File: src/rtl/fpnew_hub_mult_pipe.sv
// Pipelined HUB-format multiplier with valid/ready handshake,
// tag sideband, flush, sign-negate mode and IEEE-style status flags.
//
// Ports:
//   clk_i, rst_ni      clock, synchronous active-low reset
//   operands_i         [0]=X, [1]=Y, [2] unused
//   op_i               operation code, only MUL (4'd3) is valid
//   op_mod_i           1: invert product sign
//   tag_i / tag_o      opaque tag travelling with the op
//   in_valid_i/in_ready_o    request handshake
//   flush_i            drop all in-flight ops
//   result_o/status_o  product and {NV,DZ,OF,UF,NX}
//   out_valid_o/out_ready_i  response handshake
//   busy_o             any stage holds a valid op
module fpnew_hub_mult_pipe #(
  parameter int M           = 23,
  parameter int E           = 8,
  parameter int WIDTH       = E + M + 1,
  parameter int NumPipeRegs = 2,
  parameter int TagWidth    = 4
) (
  input  logic                  clk_i,
  input  logic                  rst_ni,
  input  logic [2:0][WIDTH-1:0] operands_i,
  input  logic [3:0]            op_i,
  input  logic                  op_mod_i,
  input  logic [TagWidth-1:0]   tag_i,
  input  logic                  in_valid_i,
  output logic                  in_ready_o,
  input  logic                  flush_i,
  output logic [WIDTH-1:0]      result_o,
  output logic [4:0]            status_o,
  output logic [TagWidth-1:0]   tag_o,
  output logic                  out_valid_o,
  input  logic                  out_ready_i,
  output logic                  busy_o
);

  localparam int SW = M + 2;
  localparam int PW = 2 * SW;
  localparam logic [E+1:0] BIAS =
    (E+2)'((1 << (E - 1)) - 1);
  localparam logic [3:0] OP_MUL = 4'd3;

  logic [WIDTH-1:0] x;
  logic [WIDTH-1:0] y;
  logic [WIDTH-2:0] mag_x;
  logic [WIDTH-2:0] mag_y;
  logic             inf_x;
  logic             inf_y;
  logic             zero_x;
  logic             zero_y;
  logic [SW-1:0]    sig_x;
  logic [SW-1:0]    sig_y;
  logic [PW-1:0]    prod;
  logic             norm;
  logic [E+1:0]     exp_sum;
  logic [M-1:0]     mant;
  logic             sgn;
  logic [WIDTH-2:0] mag_z;
  logic             nv;
  logic             of;
  logic             uf;
  logic [WIDTH-1:0] s0_res;
  logic [4:0]       s0_status;

  assign x = operands_i[0];
  assign y = operands_i[1];

  // HUB operands carry an implicit leading one and an implicit
  // trailing one (ILSB); round-to-nearest is plain truncation.
  always_comb begin
    mag_x  = x[WIDTH-2:0];
    mag_y  = y[WIDTH-2:0];
    inf_x  = &mag_x;
    inf_y  = &mag_y;
    zero_x = ~|mag_x;
    zero_y = ~|mag_y;
    sig_x  = {1'b1, x[M-1:0], 1'b1};
    sig_y  = {1'b1, y[M-1:0], 1'b1};
    prod   = PW'(sig_x) * PW'(sig_y);
    norm   = prod[PW-1];
    // Signed in E+2 bits: MSB set means underflow,
    // bit E set (and non-negative) means overflow.
    exp_sum = {2'b00, x[WIDTH-2:M]}
            + {2'b00, y[WIDTH-2:M]}
            + {{(E+1){1'b0}}, norm}
            - BIAS;
    mant = norm ? prod[PW-2 -: M]
                : prod[PW-3 -: M];
    sgn  = x[WIDTH-1] ^ y[WIDTH-1] ^ op_mod_i;
    if (inf_x | inf_y) begin
      mag_z = '1;
    end else if (zero_x | zero_y) begin
      mag_z = '0;
    end else if (exp_sum[E+1]) begin
      mag_z = '0;
    end else if (exp_sum[E]) begin
      mag_z = '1;
    end else begin
      mag_z = {exp_sum[E-1:0], mant};
    end
    nv = (zero_x & inf_y) | (inf_x & zero_y)
       | (op_i != OP_MUL);
    s0_res = nv ? {1'b0, {(WIDTH-1){1'b1}}}
                : {sgn, mag_z};
    of = (&s0_res[WIDTH-2:0]) & ~inf_x
       & ~inf_y & ~nv;
    uf = (~|s0_res[WIDTH-2:0]) & ~zero_x
       & ~zero_y;
    s0_status = {nv, 1'b0, of, uf, of | uf};
  end

  logic unused_bits;
  assign unused_bits = ^{operands_i[2], prod[M+1:0]};

  if (NumPipeRegs == 0) begin : g_comb

    assign in_ready_o  = out_ready_i;
    assign out_valid_o = in_valid_i;
    assign result_o    = in_valid_i ? s0_res : '0;
    assign status_o    = in_valid_i ? s0_status : '0;
    assign tag_o       = in_valid_i ? tag_i : '0;
    assign busy_o      = 1'b0;

    logic unused_ctl;
    assign unused_ctl = ^{clk_i, rst_ni, flush_i};

  end else begin : g_pipe

    localparam int N = NumPipeRegs;

    logic [N-1:0]                valid_q;
    logic [N-1:0]                valid_d;
    logic [N-1:0][WIDTH-1:0]     res_q;
    logic [N-1:0][WIDTH-1:0]     res_d;
    logic [N-1:0][4:0]           st_q;
    logic [N-1:0][4:0]           st_d;
    logic [N-1:0][TagWidth-1:0]  tag_q;
    logic [N-1:0][TagWidth-1:0]  tag_d;
    logic [N-1:0]                ready;
    logic [N-1:0]                up_valid;
    logic [N-1:0][WIDTH-1:0]     up_res;
    logic [N-1:0][4:0]           up_st;
    logic [N-1:0][TagWidth-1:0]  up_tag;

    // Ready ripples back from the sink so a full pipe can
    // accept and retire in the same cycle.
    always_comb begin
      ready[N-1] = ~valid_q[N-1] | out_ready_i;
      for (int i = N - 2; i >= 0; i--) begin
        ready[i] = ~valid_q[i] | ready[i+1];
      end
    end

    always_comb begin
      up_valid[0] = in_valid_i;
      up_res[0]   = s0_res;
      up_st[0]    = s0_status;
      up_tag[0]   = tag_i;
      for (int i = 1; i < N; i++) begin
        up_valid[i] = valid_q[i-1];
        up_res[i]   = res_q[i-1];
        up_st[i]    = st_q[i-1];
        up_tag[i]   = tag_q[i-1];
      end
    end

    always_comb begin
      valid_d = valid_q;
      res_d   = res_q;
      st_d    = st_q;
      tag_d   = tag_q;
      for (int i = 0; i < N; i++) begin
        if (ready[i]) begin
          valid_d[i] = up_valid[i];
          // Data only moves with a valid op so held
          // outputs stay stable.
          if (up_valid[i]) begin
            res_d[i] = up_res[i];
            st_d[i]  = up_st[i];
            tag_d[i] = up_tag[i];
          end
        end
      end
      if (flush_i) begin
        valid_d = '0;
      end
    end

    always_ff @(posedge clk_i) begin
      if (!rst_ni) begin
        valid_q <= '0;
      end else begin
        valid_q <= valid_d;
      end
      res_q <= res_d;
      st_q  <= st_d;
      tag_q <= tag_d;
    end

    assign in_ready_o  = ready[0];
    assign out_valid_o = valid_q[N-1];
    assign result_o    = valid_q[N-1] ? res_q[N-1] : '0;
    assign status_o    = valid_q[N-1] ? st_q[N-1] : '0;
    assign tag_o       = valid_q[N-1] ? tag_q[N-1] : '0;
    assign busy_o      = |valid_q;

  end

endmodule

File: config.mk
export PLATFORM = sky130hd
export DESIGN_NAME = fpnew_hub_mult_pipe
export DESIGN_NICKNAME = d
export VERILOG_FILES = /design/src/rtl/fpnew_hub_mult_pipe.sv
export SDC_FILE = /design/constraint.sdc
export NUM_CORES = 2
export LEC_CHECK = 0
export ABC_AREA = 1
export CELL_PAD_IN_SITES_DETAIL_PLACEMENT = 0
export CELL_PAD_IN_SITES_GLOBAL_PLACEMENT = 1
export CORE_ASPECT_RATIO = 0.8
export CORE_MARGIN = 3
export CORE_UTILIZATION = 51
export CTS_BUF_LIST = sky130_fd_sc_hd__clkbuf_4
export CTS_CLUSTER_DIAMETER = 80
export DETAILED_ROUTE_END_ITERATION = 8
export GPL_TIMING_DRIVEN = 0
export PLACE_DENSITY_LB_ADDON = 0.1
export SLEW_MARGIN = 30
export SYNTH_ARGS = -nofsm -noshare
export SYNTH_HDL_FRONTEND = slang
export SYNTH_SLANG_ARGS = --single-unit
File: constraint.sdc
create_clock -name clk_i -period 22.2 [get_ports clk_i]
set_clock_uncertainty 0.05 [all_clocks]
set_input_delay 2.22 -clock clk_i [delete_from_list [all_inputs] [get_ports clk_i]]
set_output_delay 2.22 -clock clk_i [all_outputs]
set_load 0.01 [all_outputs]
==> impl_metrics.csv <==
group,metric,value,unit
outcome,status,"finished clean",
timing,fmax,74.9,MHz
logic_synthesis,synthXorXnorAreaFrac,0.362,%
route,drc,0,
final_layout,final_common_cell,"inv_1",
logic_synthesis,synth-compound-area-share,1.48,%
worst_setup_path,cp_data_arrival_time,13.58,ns
final_layout,multiInputGateArea,19300,um^2
timing,worst_slew_pin_slew,1.13,ns
grt,grt_pass1_vias,23000,
logic_synthesis,ys_warn_count,0,
worst_setup_path,crit_required,22.43,ns
logic_synthesis,ys_ff_latch,82,
final_layout,drive_gt1_share,2.32,%
clock_network,clock-sinks,82,
place,place_worst_setup_slack,8.60,ns
place,dp_hpwl,83700,um
final_layout,final_cells,4430,
floorplanning,ioPinCount,154,
worst_setup_path,crit_top_cell,"inv_1",
worst_setup_path,slowest_stage,"clkdlybuf4s50_1",
place,placed_cells,4414,
logic_synthesis,syn_avg_cell_area,7.36,um^2
final_layout,nets,4573,
floorplanning,dieHeight,210,um
grt,grt.total_usage,36.0,%
min_path,hold_class,"flip-flop to flip-flop",
route,viasPerCell,5.22,
logic_synthesis,synth_adder_area_share,48.7,%
timing,rsz0062_at_grt,"false",
worst_setup_path,start_kind,"primary input",
timing,slew_violations,0,
route,vias,23100,
worst_setup_path,worst_setup_path_end_kind,"flip-flop",
final_layout,fin_util,56.1,%
timing,final_hold_viol_count,0,
worst_setup_path,crit_type,"primary input to flip-flop",
logic_synthesis,synth_mux_area_share,0,%
timing,finalWorstPathRequiredPeriod,13.35,ns
grt,grt-ovfl-total,0,
logic_synthesis,synth_cell_type_count,40,
route,detail-route-antenna-nets,0,
grt,grt_max_degree,41,
final_layout,antenna_cells,0,
logic_synthesis,syn_inst,3614,
timing,finalCritPeriodShare,60.1,%
floorplanning,num_rows,74,
job,drv_cap,0,
final_layout,seqCellArea,2440,um^2
clock_network,clk_pin_slew_worst_paths,0.13,ns
route,wl,95900,um
clock_network,clockBufferDepth,2,
clock_network,cts_buffers,9,
logic_synthesis,yosysSeqAreaShare,9.18,%
logic_synthesis,synth_edf_count,80,
final_layout,areaGrowthSynthToFinish,8.22,%
logic_synthesis,synth_top_family_by_area,"adder cells",
floorplanning,core-area,51300,um^2
clock_network,cts_htree_levels,3,
route,drtIter0Drc,2595,
timing,finalSetupViolations,0,
clock_network,holdBufCountCts,0,
worst_setup_path,path_max_fanout,10,
timing,totalNegativeSetupSlack,0,ns
worst_setup_path,critical-path-max-stage-delay,0.79,ns
logic_synthesis,synth_top_flop_cell,"edfxtp_1",
place,io_buffers,115,
floorplanning,fp.dieW,261,um
logic_synthesis,synth_area,26600,um^2
grt,antenna_found_initial,4,
grt,grt_first_pass_wirelength,145000,um
logic_synthesis,async_flop_share,0,%
logic_synthesis,synthSimpleGateAreaFrac,21.8,%
floorplanning,initial_core_util,51.9,%
logic_synthesis,syn_nets,4446,
timing,setup_slack,8.85,ns
place,gp_congestion,1.00,
clock_network,postCtsSetupBuffers,0,
clock_network,insertion_delay,0.41,ns
final_layout,layout_common_cells,"1134 x inv_1, 1108 x nand2_1, 524 x fa_1",
final_layout,fillers,4997,
route,dr.pass1.iters,6,
clock_network,root_buffer,"clkbuf_4",
route,wire_per_inst,21.7,um
timing,relSlewSlack,24.4,%
clock_network,cts_tree,"done",
clock_network,cts-resized-gates,0,
floorplanning,dieArea,55000,um^2
-- cell families (layout without fill, tap and decap cells) --
| logic type | after synthesis | in the layout |
|---|---|---|
| AOI/OAI and AO/OA | 70 | 70 |
| xor gates and xnor gates | 11 | 11 |
| adders and majority gates | 722 | 722 |
| buffers and inverters | 1290 | 1422 |
| DFF | 82 | 82 |
| other | 1 | 1 |
| and+or+nand+nor | 1438 | 1438 |
-- through the flow --
step                instance area, um^2  hold WS, ns
finish                            28800        0.378
global route                      28800        0.390
CTS                               28800        0.380
detailed placement                28700        0.355
global placement                  28600        0.353
floorplan                         26600        0.350
-- per-layer routing --
layer	share of wire, %	GRT usage, %
met5	0.014	0
met4	3.4	9.69
met3	14	10.8
met2	39	49.1
met1	44	55.3
-- registers in the layout, indices dropped and copies added, names as in the netlist --
signal,count
g_pipe.res_q,64
g_pipe.st_q,8
g_pipe.tag_q,8
g_pipe.valid_q,2
-- final cells by class --
class | count | share of cell area (%)
multi-input combinational | 2242 | 66.9
clock inverter | 7 | 0.265
sequential | 82 | 8.48
buffer | 151 | 2.20
tap | 684 | 2.97
clock buffer | 9 | 0.235
timing repair buffer | 116 | 4.06
inverter | 1139 | 14.8
-- final timing paths --
kind,startpoint,to,slack (ns),cells after the start
worst max-delay path,operands_i[37],g_pipe.st_q[0]$_DFFE_PP_,8.85,51
worst max register to register,g_pipe.valid_q[1]$_SDFFE_PP0P_,g_pipe.res_q[18]$_DFFE_PP_,20.34,4
worst min-delay path,g_pipe.res_q[16]$_DFFE_PP_,g_pipe.res_q[48]$_DFFE_PP_,0.38,0
worst min register to register,g_pipe.res_q[16]$_DFFE_PP_,g_pipe.res_q[48]$_DFFE_PP_,0.38,0
-- worst max-delay path: cells and delay by family --
| kind | cells | cell delay (ns) |
|---|---|---|
| adder cells (fa/ha/maj) | 10 | 4.46 |
| AND/OR/NAND/NOR | 23 | 3.04 |
| buffers and inverters | 17 | 3.72 |
| AO/OA/AOI/OAI | 1 | 0.11 |
-- cell usage after synthesis (5+ instances only) --
master	count	area, um^2
nand4_1	44	275
nand3_1	84	420
fa_1	524	10500
clkbuf_1	130	488
xor2_1	7	61.3
and2_1	5	31.3
o21ai_1	8	40.0
or2_2	5	31.3
o21ai_0	7	35.0
inv_1	1135	4260
nor2_1	135	507
buf_2	13	65.1
nand2_2	17	106
o21bai_1	5	37.5
edfxtp_1	80	2400
ha_1	198	2480
nor3_1	20	100
nand2_1	1108	4160
a21oi_1	39	195
Power is not shown: default switching activity piles up to over one toggle a cycle in this logic, so the estimate is an artifact.
